$ cat config.mk
export PLATFORM = sky130hd
export DESIGN_NAME = data_mem_sys_flat
export DESIGN_NICKNAME = d
export VERILOG_FILES = /design/src/rtl/data_mem_sys_if.sv /design/src/rtl/data_mem_sys.sv /design/src/flat_wrapper.sv
export SDC_FILE = /design/constraint.sdc
export NUM_CORES = 1
export LEC_CHECK = 0
export BUFFER_PORTS_ARGS = -buffer_cell sky130_fd_sc_hd__buf_2
export CAP_MARGIN = 0
export CORE_ASPECT_RATIO = 0.5
export CORE_MARGIN = 2
export CORE_UTILIZATION = 45
export CTS_BUF_LIST = sky130_fd_sc_hd__clkbuf_8 sky130_fd_sc_hd__clkbuf_16
export CTS_CLUSTER_DIAMETER = 50
export CTS_CLUSTER_SIZE = 12
export DETAILED_ROUTE_END_ITERATION = 10
export GPL_TIMING_DRIVEN = 0
export SYNTH_ARGS = -nofsm -noshare
export SYNTH_HDL_FRONTEND = slang
export SYNTH_SLANG_ARGS = --single-unit
$ cat constraint.sdc
create_clock -name i_clk -period 7.49 [get_ports i_clk]
set_clock_uncertainty 0.15 [all_clocks]
set_input_delay 0 -clock i_clk [delete_from_list [all_inputs] [get_ports i_clk]]
set_output_delay 0 -clock i_clk [all_outputs]
set_load 0.02 [all_outputs]
$ cat src/rtl/data_mem_sys_if.sv
// Core <-> data memory request/response bundle. Core holds i_read/i_write
// until o_done; o_err pulses alongside o_done on a rejected access.
interface data_mem_sys_if #(
  parameter int DATA_WIDTH = 8
);
  logic [15:0]           i_addr;
  logic [DATA_WIDTH-1:0] i_wdata;
  logic                  i_read;
  logic                  i_write;
  logic [DATA_WIDTH-1:0] o_rdata;
  logic                  o_done;
  logic                  o_err;
  logic [DATA_WIDTH-1:0] o_mem_view;

  modport master (
    output i_addr, i_wdata, i_read, i_write,
    input  o_rdata, o_done, o_err, o_mem_view
  );

  modport slave (
    input  i_addr, i_wdata, i_read, i_write,
    output o_rdata, o_done, o_err, o_mem_view
  );
endinterface

$ cat src/rtl/data_mem_sys.sv
// Banked data memory behind the core RAM port.
// Address = {bank, word}; banks are independent arrays instantiated per bank.
// A request is latched in IDLE, held in BUSY for WAIT_STATES extra cycles,
// committed on the BUSY->DONE edge, then the FSM waits for the core to drop
// its request before accepting another.
// Optional feature macro: DATA_MEM_VIEW_EN -- adds a read-only view register
// at VIEW_ADDR holding the data of the last committed write.

// One storage bank: synchronous write, asynchronous read, no reset on contents.
module data_mem_bank #(
  parameter int DATA_WIDTH = 8,
  parameter int ADDR_WIDTH = 4
) (
  input  logic                  i_clk,
  input  logic                  we,
  input  logic [ADDR_WIDTH-1:0] addr,
  input  logic [DATA_WIDTH-1:0] wdata,
  output logic [DATA_WIDTH-1:0] rdata
);
  logic [DATA_WIDTH-1:0] mem [2**ADDR_WIDTH];

  // Storage write port
  always_ff @(posedge i_clk) begin
    if (we) mem[addr] <= wdata;
  end

  assign rdata = mem[addr];
endmodule

module data_mem_sys #(
  parameter int          DATA_WIDTH      = 8,
  parameter int          BANK_ADDR_WIDTH = 4,
  parameter int          NUM_BANKS       = 2,
  parameter int          WAIT_STATES     = 1,
  parameter logic [15:0] VIEW_ADDR       = 16'hFFF0
) (
  input  logic           i_clk,
  input  logic           i_rst,
  data_mem_sys_if.slave  bus
);
  localparam int BSEL_W = (NUM_BANKS > 1) ? $clog2(NUM_BANKS) : 1;

  typedef enum logic [1:0] {IDLE, BUSY, DONE, RELEASE} state_t;

  typedef struct packed {
    logic [15:0]           addr;
    logic [DATA_WIDTH-1:0] wdata;
    logic                  rd;
    logic                  wr;
  } req_t;

  state_t                 state_q, state_d;
  req_t                   req_q;
  logic [3:0]             wait_cnt_q;
  logic                   accept, finish;
  logic [15:0]            bank_full;
  logic                   in_range, is_view, conflict;
  logic [BSEL_W-1:0]      bank_idx;
  logic [BANK_ADDR_WIDTH-1:0] word;
  logic                   do_write, do_read;
  logic [NUM_BANKS-1:0][DATA_WIDTH-1:0] bank_rdata;
  logic [DATA_WIDTH-1:0]  rd_word;
  logic [DATA_WIDTH-1:0]  rdata_q, view_q;
  logic                   done_q, err_q;

  assign accept = (state_q == IDLE) && (bus.i_read || bus.i_write);
  assign finish = (state_q == BUSY) && (wait_cnt_q == 4'(WAIT_STATES));

  // Decode works on the latched address so mid-access input changes are inert.
  assign bank_full = req_q.addr >> BANK_ADDR_WIDTH;
  assign in_range  = bank_full < 16'(NUM_BANKS);
  assign bank_idx  = bank_full[BSEL_W-1:0];
  assign word      = req_q.addr[BANK_ADDR_WIDTH-1:0];
  assign conflict  = req_q.rd && req_q.wr;
`ifdef DATA_MEM_VIEW_EN
  assign is_view   = (req_q.addr == VIEW_ADDR);
`else
  assign is_view   = 1'b0;
`endif

  // View address shadows any bank it might overlap; a conflicting request does nothing.
  assign do_write = finish && req_q.wr && !req_q.rd && in_range && !is_view;
  assign do_read  = finish && req_q.rd && !req_q.wr;

  for (genvar b = 0; b < NUM_BANKS; b++) begin : g_bank
    data_mem_bank #(
      .DATA_WIDTH (DATA_WIDTH),
      .ADDR_WIDTH (BANK_ADDR_WIDTH)
    ) u_bank (
      .i_clk (i_clk),
      .we    (do_write && (bank_idx == BSEL_W'(b))),
      .addr  (word),
      .wdata (req_q.wdata),
      .rdata (bank_rdata[b])
    );
  end

  assign rd_word = in_range ? bank_rdata[bank_idx] : '0;

  // FSM state register
  always_ff @(posedge i_clk or negedge i_rst) begin
    if (!i_rst) state_q <= IDLE;
    else        state_q <= state_d;
  end

  // FSM next state
  always_comb begin
    state_d = state_q;
    case (state_q)
      IDLE:    if (bus.i_read || bus.i_write) state_d = BUSY;
      BUSY:    if (finish) state_d = DONE;
      DONE:    state_d = (bus.i_read || bus.i_write) ? RELEASE : IDLE;
      RELEASE: if (!bus.i_read && !bus.i_write) state_d = IDLE;
      default: state_d = IDLE;
    endcase
  end

  // Wait-state counter and request latch
  always_ff @(posedge i_clk or negedge i_rst) begin
    if (!i_rst) begin
      wait_cnt_q <= '0;
      req_q      <= '0;
    end else if (accept) begin
      wait_cnt_q <= '0;
      req_q      <= '{addr: bus.i_addr, wdata: bus.i_wdata, rd: bus.i_read, wr: bus.i_write};
    end else if ((state_q == BUSY) && !finish) begin
      wait_cnt_q <= wait_cnt_q + 4'd1;
    end
  end

  // Completion flags and read data, all updated on the commit edge
  always_ff @(posedge i_clk or negedge i_rst) begin
    if (!i_rst) begin
      done_q  <= 1'b0;
      err_q   <= 1'b0;
      rdata_q <= '0;
    end else begin
      done_q <= finish;
      err_q  <= finish && (conflict || (!in_range && !is_view));
      if (do_read) rdata_q <= is_view ? view_q : rd_word;
    end
  end

`ifdef DATA_MEM_VIEW_EN
  // Debug view tracks data of every committed storage write
  always_ff @(posedge i_clk or negedge i_rst) begin
    if (!i_rst)        view_q <= '0;
    else if (do_write) view_q <= req_q.wdata;
  end
`else
  assign view_q = '0;
`endif

  assign bus.o_rdata    = rdata_q;
  assign bus.o_done     = done_q;
  assign bus.o_err      = err_q;
  assign bus.o_mem_view = view_q;
endmodule
$ cat src/flat_wrapper.sv
// flat-port wrapper written by rule: the top's interface ports become plain ports
module data_mem_sys_flat 
#(
  parameter int          DATA_WIDTH      = 8,
  parameter int          BANK_ADDR_WIDTH = 4,
  parameter int          NUM_BANKS       = 2,
  parameter int          WAIT_STATES     = 1,
  parameter logic [15:0] VIEW_ADDR       = 16'hFFF0
)
  (i_clk, i_rst, bus_i_addr, bus_i_wdata, bus_i_read, bus_i_write, bus_o_rdata, bus_o_done, bus_o_err, bus_o_mem_view);
  data_mem_sys_if #(.DATA_WIDTH(DATA_WIDTH)) bus_i ();
  input  logic i_clk;
  input  logic i_rst;
  input wire logic [$bits(bus_i.i_addr)-1:0] bus_i_addr;
  input wire logic [$bits(bus_i.i_wdata)-1:0] bus_i_wdata;
  input wire logic [$bits(bus_i.i_read)-1:0] bus_i_read;
  input wire logic [$bits(bus_i.i_write)-1:0] bus_i_write;
  output wire logic [$bits(bus_i.o_rdata)-1:0] bus_o_rdata;
  output wire logic [$bits(bus_i.o_done)-1:0] bus_o_done;
  output wire logic [$bits(bus_i.o_err)-1:0] bus_o_err;
  output wire logic [$bits(bus_i.o_mem_view)-1:0] bus_o_mem_view;
  assign bus_i.i_addr = bus_i_addr;
  assign bus_i.i_wdata = bus_i_wdata;
  assign bus_i.i_read = bus_i_read;
  assign bus_i.i_write = bus_i_write;
  assign bus_o_rdata = bus_i.o_rdata;
  assign bus_o_done = bus_i.o_done;
  assign bus_o_err = bus_i.o_err;
  assign bus_o_mem_view = bus_i.o_mem_view;
  data_mem_sys #(.DATA_WIDTH(DATA_WIDTH), .BANK_ADDR_WIDTH(BANK_ADDR_WIDTH), .NUM_BANKS(NUM_BANKS), .WAIT_STATES(WAIT_STATES), .VIEW_ADDR(VIEW_ADDR)) u_core (.i_clk(i_clk), .i_rst(i_rst), .bus(bus_i));
endmodule
==> results.toml <==
[pwr]
power_switching_uw = 1560
p_sw_share_pct = 31.9
seqPwrFrac_pct = 48.2
powerDensity_mw_per_mm2 = 359
p_clk_share_pct = 25.8
leakage_uw = 0.00480
ir_drop_mv = 0.317
share_comb_of_total_power_pct = 25.9
power.internal_uw = 3310

[synthesis]
synth_edf_count = 256
synth_top_family_by_area = "multiplexers"
postSynthAreaPerCell_um2 = 18.1
synth_area_mm2 = 0.0118
synth-compound-area-share_pct = 2.62
yosys_warnings = 0
ys_seq_area_share_pct = 73.9
synth-xor-area-share_pct = 0.222
synth-seq-cells = 298
synth_cell_types = 42
synthMuxAreaShare_pct = 14.4
synth_ff_type = "edfxtp_1"
synthAdderAreaFrac_pct = 0.212
postSynthCellCount = 652
synthArstFlopShare_pct = 14.1
synth-simple-area-share_pct = 6.16

[worst_setup_path]
critPathMaxFanout = 5
start_kind = "register"
arrival_ns = 3.57
worstPathRequired_ns = 7.56
path_class = "reg2reg"
end_kind = "register"

[placed_design]
dp_hpwl_um = 17100
port_buffers = 37
place.gp.congestion = 0.842

[sta]
hold_viol = 0
max-slew-margin-rel_pct = 17.7
maxSlewViolCount = 0
grt_setup_unrepaired = "false"
tightest_slew_ns = 1.23
timing.fmax_mhz = 286
setup_viol = 0
period_share_pct = 46.7
period_needed_ns = 3.50
final.setup.tns_ns = 0

[die]
boundaryPins = 46
die_w_um = 233
start_util_pct = 46.4
coreArea_mm2 = 0.0255
num_rows = 41
die_h_um = 119
die_area_mm2 = 0.0277

[clock_network]
clk_latency_ns = 0.54
cts_buffers = 28
cts_setup_buffers = 0
cts_tree = "done"
clk_pin_slew_worst_paths_ns = 0.06
cts_resized = 0
clock_path_buffers = 3
h-tree-depth = 1
cts.sinks = 298
cts-root-buf = "clkbuf_16"

[finish]
layout_commonest_cell = "edfxtp_1"
fin_util_pct = 53.3
syn2layout_area_growth_pct = 14.9
layout_common_cells = "256 x edfxtp_1, 95 x nand2_1, 48 x buf_2"
diodes = 0
drive_gt1_share_pct = 20.6
fill_cells = 1980
nNetsFinal = 785

[routing]
wl_um = 26600
ant_nets = 0
wl_met1_um = 12400
wl_per_cell_um = 23.8
first_pass_iters = 4
dr_wl_met3_um = 1930
dr.first_iter.drc_count = 691
drc = 0
dr_wl_met2_um = 11700
vias = 6240
viasPerCell = 5.58
top_layer = "met4"

[global_routing]
grt_max_degree = 43
antenna_found_initial = 0
grt-ovfl-total = 0
grt_use_total_pct = 19.8
grt_pass1_wl_um = 39600
first_global_vias = 6202

[hold_path]
holdCritPathClass = "in2async"

[run]
cap_violations = 0

[status]
status = "completed"
metrics by stage:
| stage | std cells | power (uW) | hold slack [ns] | area [um^2] | setup WS [ns] |
|---|---|---|---|---|---|
| floorplan | 659 | 3120 | -0.446 | 11800 | 4.75 |
| global placement | 1040 | 3590 | 0.0415 | 12500 | 3.57 |
| detailed placement | 1041 | 3630 | 0.0452 | 12500 | 3.64 |
| CTS | 1119 | 4880 | 0.0230 | 13600 | 3.63 |
| global route | 1119 | 5080 | 0.0382 | 13600 | 3.80 |
| finish | 1119 | 4870 | 0.0277 | 13600 | 3.99 |
path summary, 6_finish.rpt:
path / startpoint / to / slack, ns / depth (start not counted)
setup / recovery: u_core.wait_cnt_q[1]$_DFFE_PN0P_ / u_core.g_bank[0].u_bank.mem[8][2]$_DFFE_PP_ / 3.99 / 8
hold / removal: i_rst / u_core.wait_cnt_q[1]$_DFFE_PN0P_ / 0.03 / 2
setup reg to reg: u_core.wait_cnt_q[1]$_DFFE_PN0P_ / u_core.g_bank[0].u_bank.mem[8][2]$_DFFE_PP_ / 3.99 / 8
hold reg to reg: u_core.bank_full[6]$_DFFE_PN0P_ / u_core.bank_full[6]$_DFFE_PN0P_ / 0.32 / 2
max in group asynchronous: i_rst / u_core.bus.o_rdata[4]$_DFFE_PN0P_ / 6.49 / 2
min in group i_clk: bus_i_addr[9] / u_core.bank_full[5]$_DFFE_PN0P_ / 0.04 / 4
timing repair:
action	CTS	global route
hold endpoints to repair	70	0
hold buffers	28	0
setup endpoints to repair	0	0
synth_stat cells, types with 8 or more instances:
master	count	area share, %
mux4_2	45	8.6
nor3_1	9	0.38
mux2i_1	22	1.9
o21ai_1	8	0.34
buf_4	13	0.83
nand2_1	95	3.0
dfrtp_1	42	8.9
nor2_1	34	1.1
mux2_2	9	0.86
clkbuf_1	14	0.44
a21oi_1	13	0.55
buf_2	10	0.42
edfxtp_1	256	65
mux4_1	14	3.1
critical path: stages, from the launching register on:
cell,delay (ns)
dfrtp_1,0.39
inv_1,0.08
ha_1,0.13
nor3b_1,0.37
nand4_1,0.29
nor4_2,0.64
nand2_1,0.22
nor3_1,0.57
buf_2,0.33
per-layer routing:
layer / global-route usage (%) / vias to the layer above
li1: - / 2751
met1: 30.3 / 3212
met2: 29.4 / 234
met3: 3.74 / 43
met4: 4.38 / 0
met5: 0 / -
layout make-up:
cell class	count	area [um^2]	area share [%]
Tap cell	344	430	3.17
Timing Repair Buffer	66	470	3.46
Clock buffer	29	726	5.34
Buffer	42	269	1.98
Clock inverter	21	78.8	0.580
Multi-Input combinational cell	315	2860	21.0
Inverter	4	15.0	0.111
Sequential cell	298	8740	64.3
kinds of logic (layout without fill, tap and decap cells):
family                     Yosys count  after routing
other                                1              8
DFF                                298            298
and+or+nand+nor                    166            166
AOI/OAI and AO/OA                   46             46
xor gates and xnor gates             3              3
buffers and inverters               46            162
muxes                               90             90
adders and majority gates            2              2
power groups by stage:
stage	Clock [uW]	Combinational (uW)	Sequential, uW
final	1260	1260	2350
after global routing	1340	1350	2380
after CTS	1270	1250	2350
after detailed placement	0	1240	2390
after global placement	0	1220	2370
after floorplan	0	865	2260
sequential cells by signal (all words and copies together) (netlist names):
register                  count
u_core.bus.o_done             1
u_core.req_q                 14
u_core.state_q                2
u_core.bus.o_err              1
u_core.bus.o_rdata            8
u_core.bank_full             12
u_core.wait_cnt_q             4
u_core.g_bank.u_bank.mem    256
(Power assumes the default switching activity.)
